[config.mk]
export PLATFORM = sky130hd
export DESIGN_NAME = rng_byte_collector
export DESIGN_NICKNAME = d
export VERILOG_FILES = /design/src/rtl/rng_pkg.sv /design/src/rtl/rng_rct_check.sv /design/src/rtl/rng_byte_collector.sv
export SDC_FILE = /design/constraint.sdc
export NUM_CORES = 1
export LEC_CHECK = 0
export CAP_MARGIN = 20
export CELL_PAD_IN_SITES_DETAIL_PLACEMENT = 1
export CELL_PAD_IN_SITES_GLOBAL_PLACEMENT = 1
export CORE_MARGIN = 2
export CORE_UTILIZATION = 38
export CTS_CLUSTER_DIAMETER = 50
export DETAILED_ROUTE_END_ITERATION = 10
export PLACE_DENSITY_LB_ADDON = 0.1
export SLEW_MARGIN = 40
export SYNTH_ARGS = -nofsm -noshare
export SYNTH_HDL_FRONTEND = slang
export SYNTH_SLANG_ARGS = --single-unit
export TNS_END_PERCENT = 1
[constraint.sdc]
create_clock -name i_clk -period 2.6 [get_ports i_clk]
set_input_delay 0.52 -clock i_clk [delete_from_list [all_inputs] [get_ports i_clk]]
set_output_delay 0.52 -clock i_clk [all_outputs]
set_load 0.01 [all_outputs]
[src/rtl/rng_pkg.sv]
// Shared types and default parameters for the RNG byte collector.
// Holds the output-stage state encoding used by the collector FSM.
package rng_pkg;

    localparam int unsigned DATA_W_DEF     = 8;
    localparam int unsigned RCT_CUTOFF_DEF = 32;

    typedef enum logic {
        EMPTY = 1'b0,
        FULL  = 1'b1
    } out_state_t;

endpackage

[src/rtl/rng_rct_check.sv]
// Repetition-count health test, compiled only when RNG_REPETITION_TEST_EN is defined.
// Latency: o_fail rises on the edge that accepts the CUTOFF-th identical bit; sticky until i_rst.
`ifdef RNG_REPETITION_TEST_EN
module rng_rct_check
    import rng_pkg::*;
#(
    parameter int unsigned CUTOFF = RCT_CUTOFF_DEF
) (
    input  logic i_clk,
    input  logic i_rst,
    input  logic i_bit,
    input  logic i_bit_vld,
    output logic o_fail
);

    logic       r_last;
    logic [7:0] r_count;
    logic       r_fail;
    logic [7:0] w_count_next;

    // A run restarts at 1 on the first bit after reset or on any change of value.
    always_comb begin
        w_count_next = r_count;
        if (i_bit_vld) begin
            if (r_count == 8'd0 || i_bit != r_last) begin
                w_count_next = 8'd1;
            end else if (r_count != 8'hFF) begin
                w_count_next = r_count + 8'd1;
            end
        end
    end

    always_ff @(posedge i_clk) begin
        if (i_rst) begin
            r_last  <= 1'b0;
            r_count <= 8'd0;
            r_fail  <= 1'b0;
        end else begin
            r_count <= w_count_next;
            if (i_bit_vld) begin
                r_last <= i_bit;
            end
            if (w_count_next >= 8'(CUTOFF)) begin
                r_fail <= 1'b1;
            end
        end
    end

    assign o_fail = r_fail;

endmodule
`endif

[src/rtl/rng_byte_collector.sv]
// Packs accepted random bits MSB-first into DATA_W-bit words; word is registered 1 cycle after its last bit.
// Single-entry valid/ready output: a word completing while one is held unconsumed is dropped and flags o_overflow; RNG_REPETITION_TEST_EN adds the health test.
module rng_byte_collector
    import rng_pkg::*;
#(
    parameter int unsigned DATA_W     = DATA_W_DEF,
    parameter int unsigned RCT_CUTOFF = RCT_CUTOFF_DEF
) (
    input  logic              i_clk,
    input  logic              i_rst,
    input  logic              i_clear,
    input  logic              i_random,
    input  logic              i_valid,
    input  logic              i_ready,
    output logic [DATA_W-1:0] o_data,
    output logic              o_valid,
    output logic              o_overflow,
    output logic              o_health_fail
);

    localparam int unsigned CNT_W = $clog2(DATA_W);

    if (DATA_W < 2 || DATA_W > 32 || RCT_CUTOFF < 2 || RCT_CUTOFF > 255) begin : g_param_err
        $error("rng_byte_collector: DATA_W or RCT_CUTOFF out of range");
    end

    out_state_t        r_state;
    out_state_t        w_state_next;
    logic [DATA_W-2:0] r_shift;
    logic [CNT_W-1:0]  r_cnt;
    logic [DATA_W-1:0] r_data;
    logic              r_overflow;

    logic              w_rst;
    logic              w_fail;
    logic              w_accept;
    logic              w_last;
    logic              w_complete;
    logic              w_load;
    logic              w_set_ovf;
    logic [DATA_W-1:0] w_word;

    assign w_rst      = i_rst | i_clear;
    assign w_accept   = i_valid & ~w_fail;
    assign w_last     = (r_cnt == CNT_W'(DATA_W - 1));
    assign w_complete = w_accept & w_last;
    // Only DATA_W-1 bits are stored; the incoming bit completes the word combinationally.
    assign w_word     = {r_shift, i_random};

`ifdef RNG_REPETITION_TEST_EN
    rng_rct_check #(
        .CUTOFF    (RCT_CUTOFF)
    ) u_rct (
        .i_clk     (i_clk),
        .i_rst     (w_rst),
        .i_bit     (i_random),
        .i_bit_vld (w_accept),
        .o_fail    (w_fail)
    );
`else
    assign w_fail = 1'b0;
`endif

    always_ff @(posedge i_clk) begin
        if (w_rst) begin
            r_state <= EMPTY;
        end else begin
            r_state <= w_state_next;
        end
    end

    always_comb begin
        w_state_next = r_state;
        w_load       = 1'b0;
        w_set_ovf    = 1'b0;
        case (r_state)
            EMPTY: begin
                if (w_complete) begin
                    w_state_next = FULL;
                    w_load       = 1'b1;
                end
            end
            FULL: begin
                if (w_complete) begin
                    if (i_ready) begin
                        w_load = 1'b1;
                    end else begin
                        w_set_ovf = 1'b1;
                    end
                end else if (i_ready) begin
                    w_state_next = EMPTY;
                end
            end
        endcase
        if (w_fail) begin
            w_state_next = EMPTY;
            w_load       = 1'b0;
            w_set_ovf    = 1'b0;
        end
    end

    always_ff @(posedge i_clk) begin
        if (w_rst) begin
            r_shift    <= '0;
            r_cnt      <= '0;
            r_data     <= '0;
            r_overflow <= 1'b0;
        end else if (w_fail) begin
            // A failed source invalidates everything collected so far.
            r_shift <= '0;
            r_cnt   <= '0;
            r_data  <= '0;
        end else begin
            if (w_accept) begin
                r_shift <= w_word[DATA_W-2:0];
                r_cnt   <= w_last ? '0 : r_cnt + CNT_W'(1);
            end
            if (w_load) begin
                r_data <= w_word;
            end
            if (w_set_ovf) begin
                r_overflow <= 1'b1;
            end
        end
    end

    assign o_data        = r_data;
    assign o_valid       = (r_state == FULL) & ~w_fail;
    assign o_overflow    = r_overflow;
    assign o_health_fail = w_fail;

endmodule

After elaboration in Yosys (flattened, before gate mapping)
Cells that the tools add are included.
- register bits after elaboration: 20
- input bits: 6
- output and inout port bits: 11
- logic and storage cells: 20
- add/subtract/negate cells: 1
- eq/ne operators: 1
- multiplexer cells: 10
- bitwise operators: 3
- operators by type and width (operator ; count):
    two-way mux 1 bit ; 7
    case mux 1 bit (2 select lines) ; 2
    adder 3 x 1 -> 3 bit, second input constant ; 1
    == test 3 bit, second input constant ; 1
    two-way mux 3 bit ; 1
    AND 1 bit ; 1
    inverter 1 bit ; 1
    OR 1 bit ; 1

Logic depth before layout (Yosys ltp)
- depth after elaboration: 4
- gate-level depth with buffers: 6

Least setup slack after synthesis
OpenSTA, ideal clock, no wires.
- path type: flip-flop to flip-flop
- from: register r_cnt[0]
- to: register r_overflow (netlist: o_overflow)
- setup time: 0.117 ns
- data arrival time: 1.145 ns
- data required time: 2.483 ns
- slack: 1.338 ns
- stages on the path, launching flop included: 7
- path buffers: 1
- period minus slack after synthesis: 1.262 ns
- cell sequence: dfxtp_1 > ha_1 > ha_1 > and2_1 > buf_4 > a21oi_1 > nor2_1
- longest elaborated chain between the ends: 4
- ends and longest elaborated chain (what ; line ; source):
    from (decl) ; rng_byte_collector.sv:30 ; logic [CNT_W-1:0] r_cnt;
    from (signal assigned) ; rng_byte_collector.sv:116 ; r_cnt <= w_last ? '0 : r_cnt + CNT_W'(1);
    == test 3 bit ; rng_byte_collector.sv:45 ; assign w_last = (r_cnt == CNT_W'(DATA_W - 1));
    AND 1 bit ; rng_byte_collector.sv:46 ; assign w_complete = w_accept & w_last;
    two-way mux 1 bit ; rng_byte_collector.sv:84 ; if (w_complete) begin
    two-way mux 1 bit ; rng_byte_collector.sv:76 ; case (r_state)
    to (signal assigned) ; rng_byte_collector.sv:107 ; r_overflow <= 1'b0;
    to (signal assigned) ; rng_byte_collector.sv:122 ; r_overflow <= 1'b1;
    to (decl) ; rng_byte_collector.sv:32 ; logic r_overflow;
Every way passes these cells.
A chain may end at the register's enable or synchronous reset.

Worst setup path after layout
- from: register r_state (netlist: o_valid)
- to: output o_valid
- RTL lines (what ; line ; source):
    from (decl) ; rng_byte_collector.sv:27 ; out_state_t r_state;
    from (signal assigned) ; rng_byte_collector.sv:68 ; r_state <= w_state_next;
    to (decl) ; rng_byte_collector.sv:16 ; output logic o_valid,
No word-level cell between the ends.

==> metrics.csv <==
metric;value;unit
Slew Viols, Final;0;
Worst Tran Pin Value;0.668;ns
FF-to-FF path depth;5;
antenna cells;0;
max frequency;589;MHz
hold depth;2;
number of antenna violations at the first check in global routing;0;
Syn Inst Count;83;
syn nets;91;
Max Clock Skew;0.00244;ns
I/O pin count;17;
worst skew pair latency;0.29;ns
Post-Synthesis Cell Area;778;µm²
DIE WIDTH;49.3;µm
Clock Tree Root;clkbuf_4;
Hold WC Path Type;flip-flop to flip-flop;
number of routed nets with antenna violations;0;
crit path launch type;flip-flop;
Avg Cell Area, Syn;9.38;µm²
Final HPWL DP;1090;µm
Cells after DPL;119;
post-CTS sizing;0;
Netlist cell types;15;
Setup WS pre-CTS;0.688;ns
vias in the first global route;574;
htree depth;1;
P_leak;0.000346;µW
wire per inst;12.4;µm
via count;608;
Reg clk slew, reported paths;0.10;ns
TritonCTS Sinks;20;
post-synth top area share;0.514;
RR Startpoint;r_cnt[0];
CTS Hold Bufs;0;
Power Dens Cells;502;mW/mm²
Ys Warns;0;
post-CTS setup buffer count;0;
Starting Density;0.401;
total CTS buffers;3;
global-route wire length before repair;2610;µm
post-layout min period;1.70;ns
Area growth syn-to-layout;21.7;%
critical path class;flip-flop to output port;
port buffer count;15;
min-delay src;r_shift[6];
status;completed;
DRT iter0 DRCs;2;
worst stage delay on the critical path;0.54;ns
R2R Setup Slk;1.21;ns
row count;16;
Nets;105;
Req. time, crit path;2.08;ns
final setup fails;0;
Seq/Total Area, Yosys;0.514;
Worst Path Arrival;1.18;ns
synthesis-stage register bit count;20;
Final Hold Viols;0;
synth top area cells;dfxtp_1 (51%), mux2i_1 (13%), a21oi_1 (6.4%);
RR Endpoint;o_data[2];
GRT overflow;0;
die height;49.3;µm
total power;476;µW
Crit-path slowest cell;clkdlybuf4s50_1;
RSZ-0062 raised after global routing;no;
CTS max path bufs;2;
share of post-route cells with drive strength above 1;0.0421;
Critical Path, Cell by Cell;clkdlybuf4s50_1;
Routed Wire Length;1510;µm
CP bufs+invs;1;
Die ar.;0.00243;mm²
Max Cap Viol;0;
final cycle utilization of the critical path;0.653;
crit-path leading delay family;buffers and inverters;
Final Non-Filler Cells;122;
relative slew slack;0.555;
fin worst setup slack;0.901;ns
DRC Markers;0;
Setup TNS;0;ns
CTS tree;built;
crit end category;output port;
Core Area;0.00194;mm²
All-Layer GR Usage;0.143;
Synth area leader;dfxtp_1;
Worst VDD drop;0.374;mV
largest net degree at the start of global routing;21;
crit path max fanout;3;
gpl congestion;0.742;
DRT Pass-1 Iters;2;
vias per cell;4.98;
Final Core Density;0.488;
hold path endpoint;o_data[7];
==> cell usage after synthesis <==
master and count:
or2_1 1, nand2_1 1, mux2i_1 10, nor2b_1 1, buf_4 4, o21ai_1 8
and2_1 1, buf_2 3, nor2_1 12, conb_1 1, a21oi_1 10, ha_1 2
nand3_1 8, dfxtp_1 20, nand2b_1 1
==> kinds of logic after synthesis <==
family | count (synthesis) | synth area share
flops | 20 | 0.514
compound gates | 18 | 0.116
mux | 10 | 0.129
other cells | 1 | 0.00482
buf+inv | 7 | 0.0579
fa+ha+maj | 2 | 0.0321
simple gates | 25 | 0.146
==> layout make-up <==
class | count | area (µm²)
multi-input cells | 56 | 333
flip-flops and latches | 20 | 400
fillers | 242 | 995
clock buffers | 3 | 22.5
well taps | 27 | 33.8
repair buffers | 16 | 158
==> worst max-delay path by stage <==
stage	startpoint	end	slack, ns	cells past startpoint
floorplan	r_cnt[0]	o_overflow	1.34	6
global placement	i_valid	o_data[2]	0.73	4
finish	o_valid	o_valid	0.90	1
detailed placement	i_valid	o_data[2]	0.69	4
global route	o_valid	o_valid	0.84	1
CTS	o_valid	o_valid	0.88	1
==> cell usage in the layout, fill, tap and decap left out <==
cell	netlist	routed
dfxtp_1	20	20
clkdlybuf4s50_1	0	15
nor2_1	12	12
mux2i_1	10	10
a21oi_1	10	10
nand3_1	8	8
o21ai_1	8	8
clkbuf_4	0	3
ha_1	2	2
or2_1	1	1
nand2b_1	1	1
nand2_1	1	1
and2_1	1	1
nor2b_1	1	1
conb_1	1	1
buf_4	4	1
==> sequential cells by signal, summed over array words and instances, names as in the netlist <==
signal and cells:
o_data 8, r_cnt 3, r_shift 7, o_overflow 1
o_valid 1
==> routing by layer <==
metal | up-vias | part of all wire | track usage
li1 | 306 | - | -
met3 | 2 | 0.036 | 0.0337
met4 | 0 | 0.011 | 0.0857
met5 | - | 0 | 0
met1 | 290 | 0.48 | 0.179
met2 | 10 | 0.47 | 0.221
==> where the power goes <==
group	switching, µW	internal (µW)
registers	1.26	308
logic	12.4	13.1
clock network	87.3	53.9
total	101	375
==> metrics by stage <==
stage               hold WS (ns)  instance area [µm²]
floorplan                  0.443                  778
global placement           0.461                  925
detailed placement         0.466                  925
CTS                        0.482                  947
global route               0.499                  947
finish                     0.477                  947
==> worst reg2reg max path, stage by stage, from the launching register on <==
cell and delay [ns]:
dfxtp_1 0.38, ha_1 0.16, ha_1 0.18, and2_1 0.32, nand3_1 0.14, a21oi_1 0.13
Note: power is estimated with default switching activity, not from simulation.
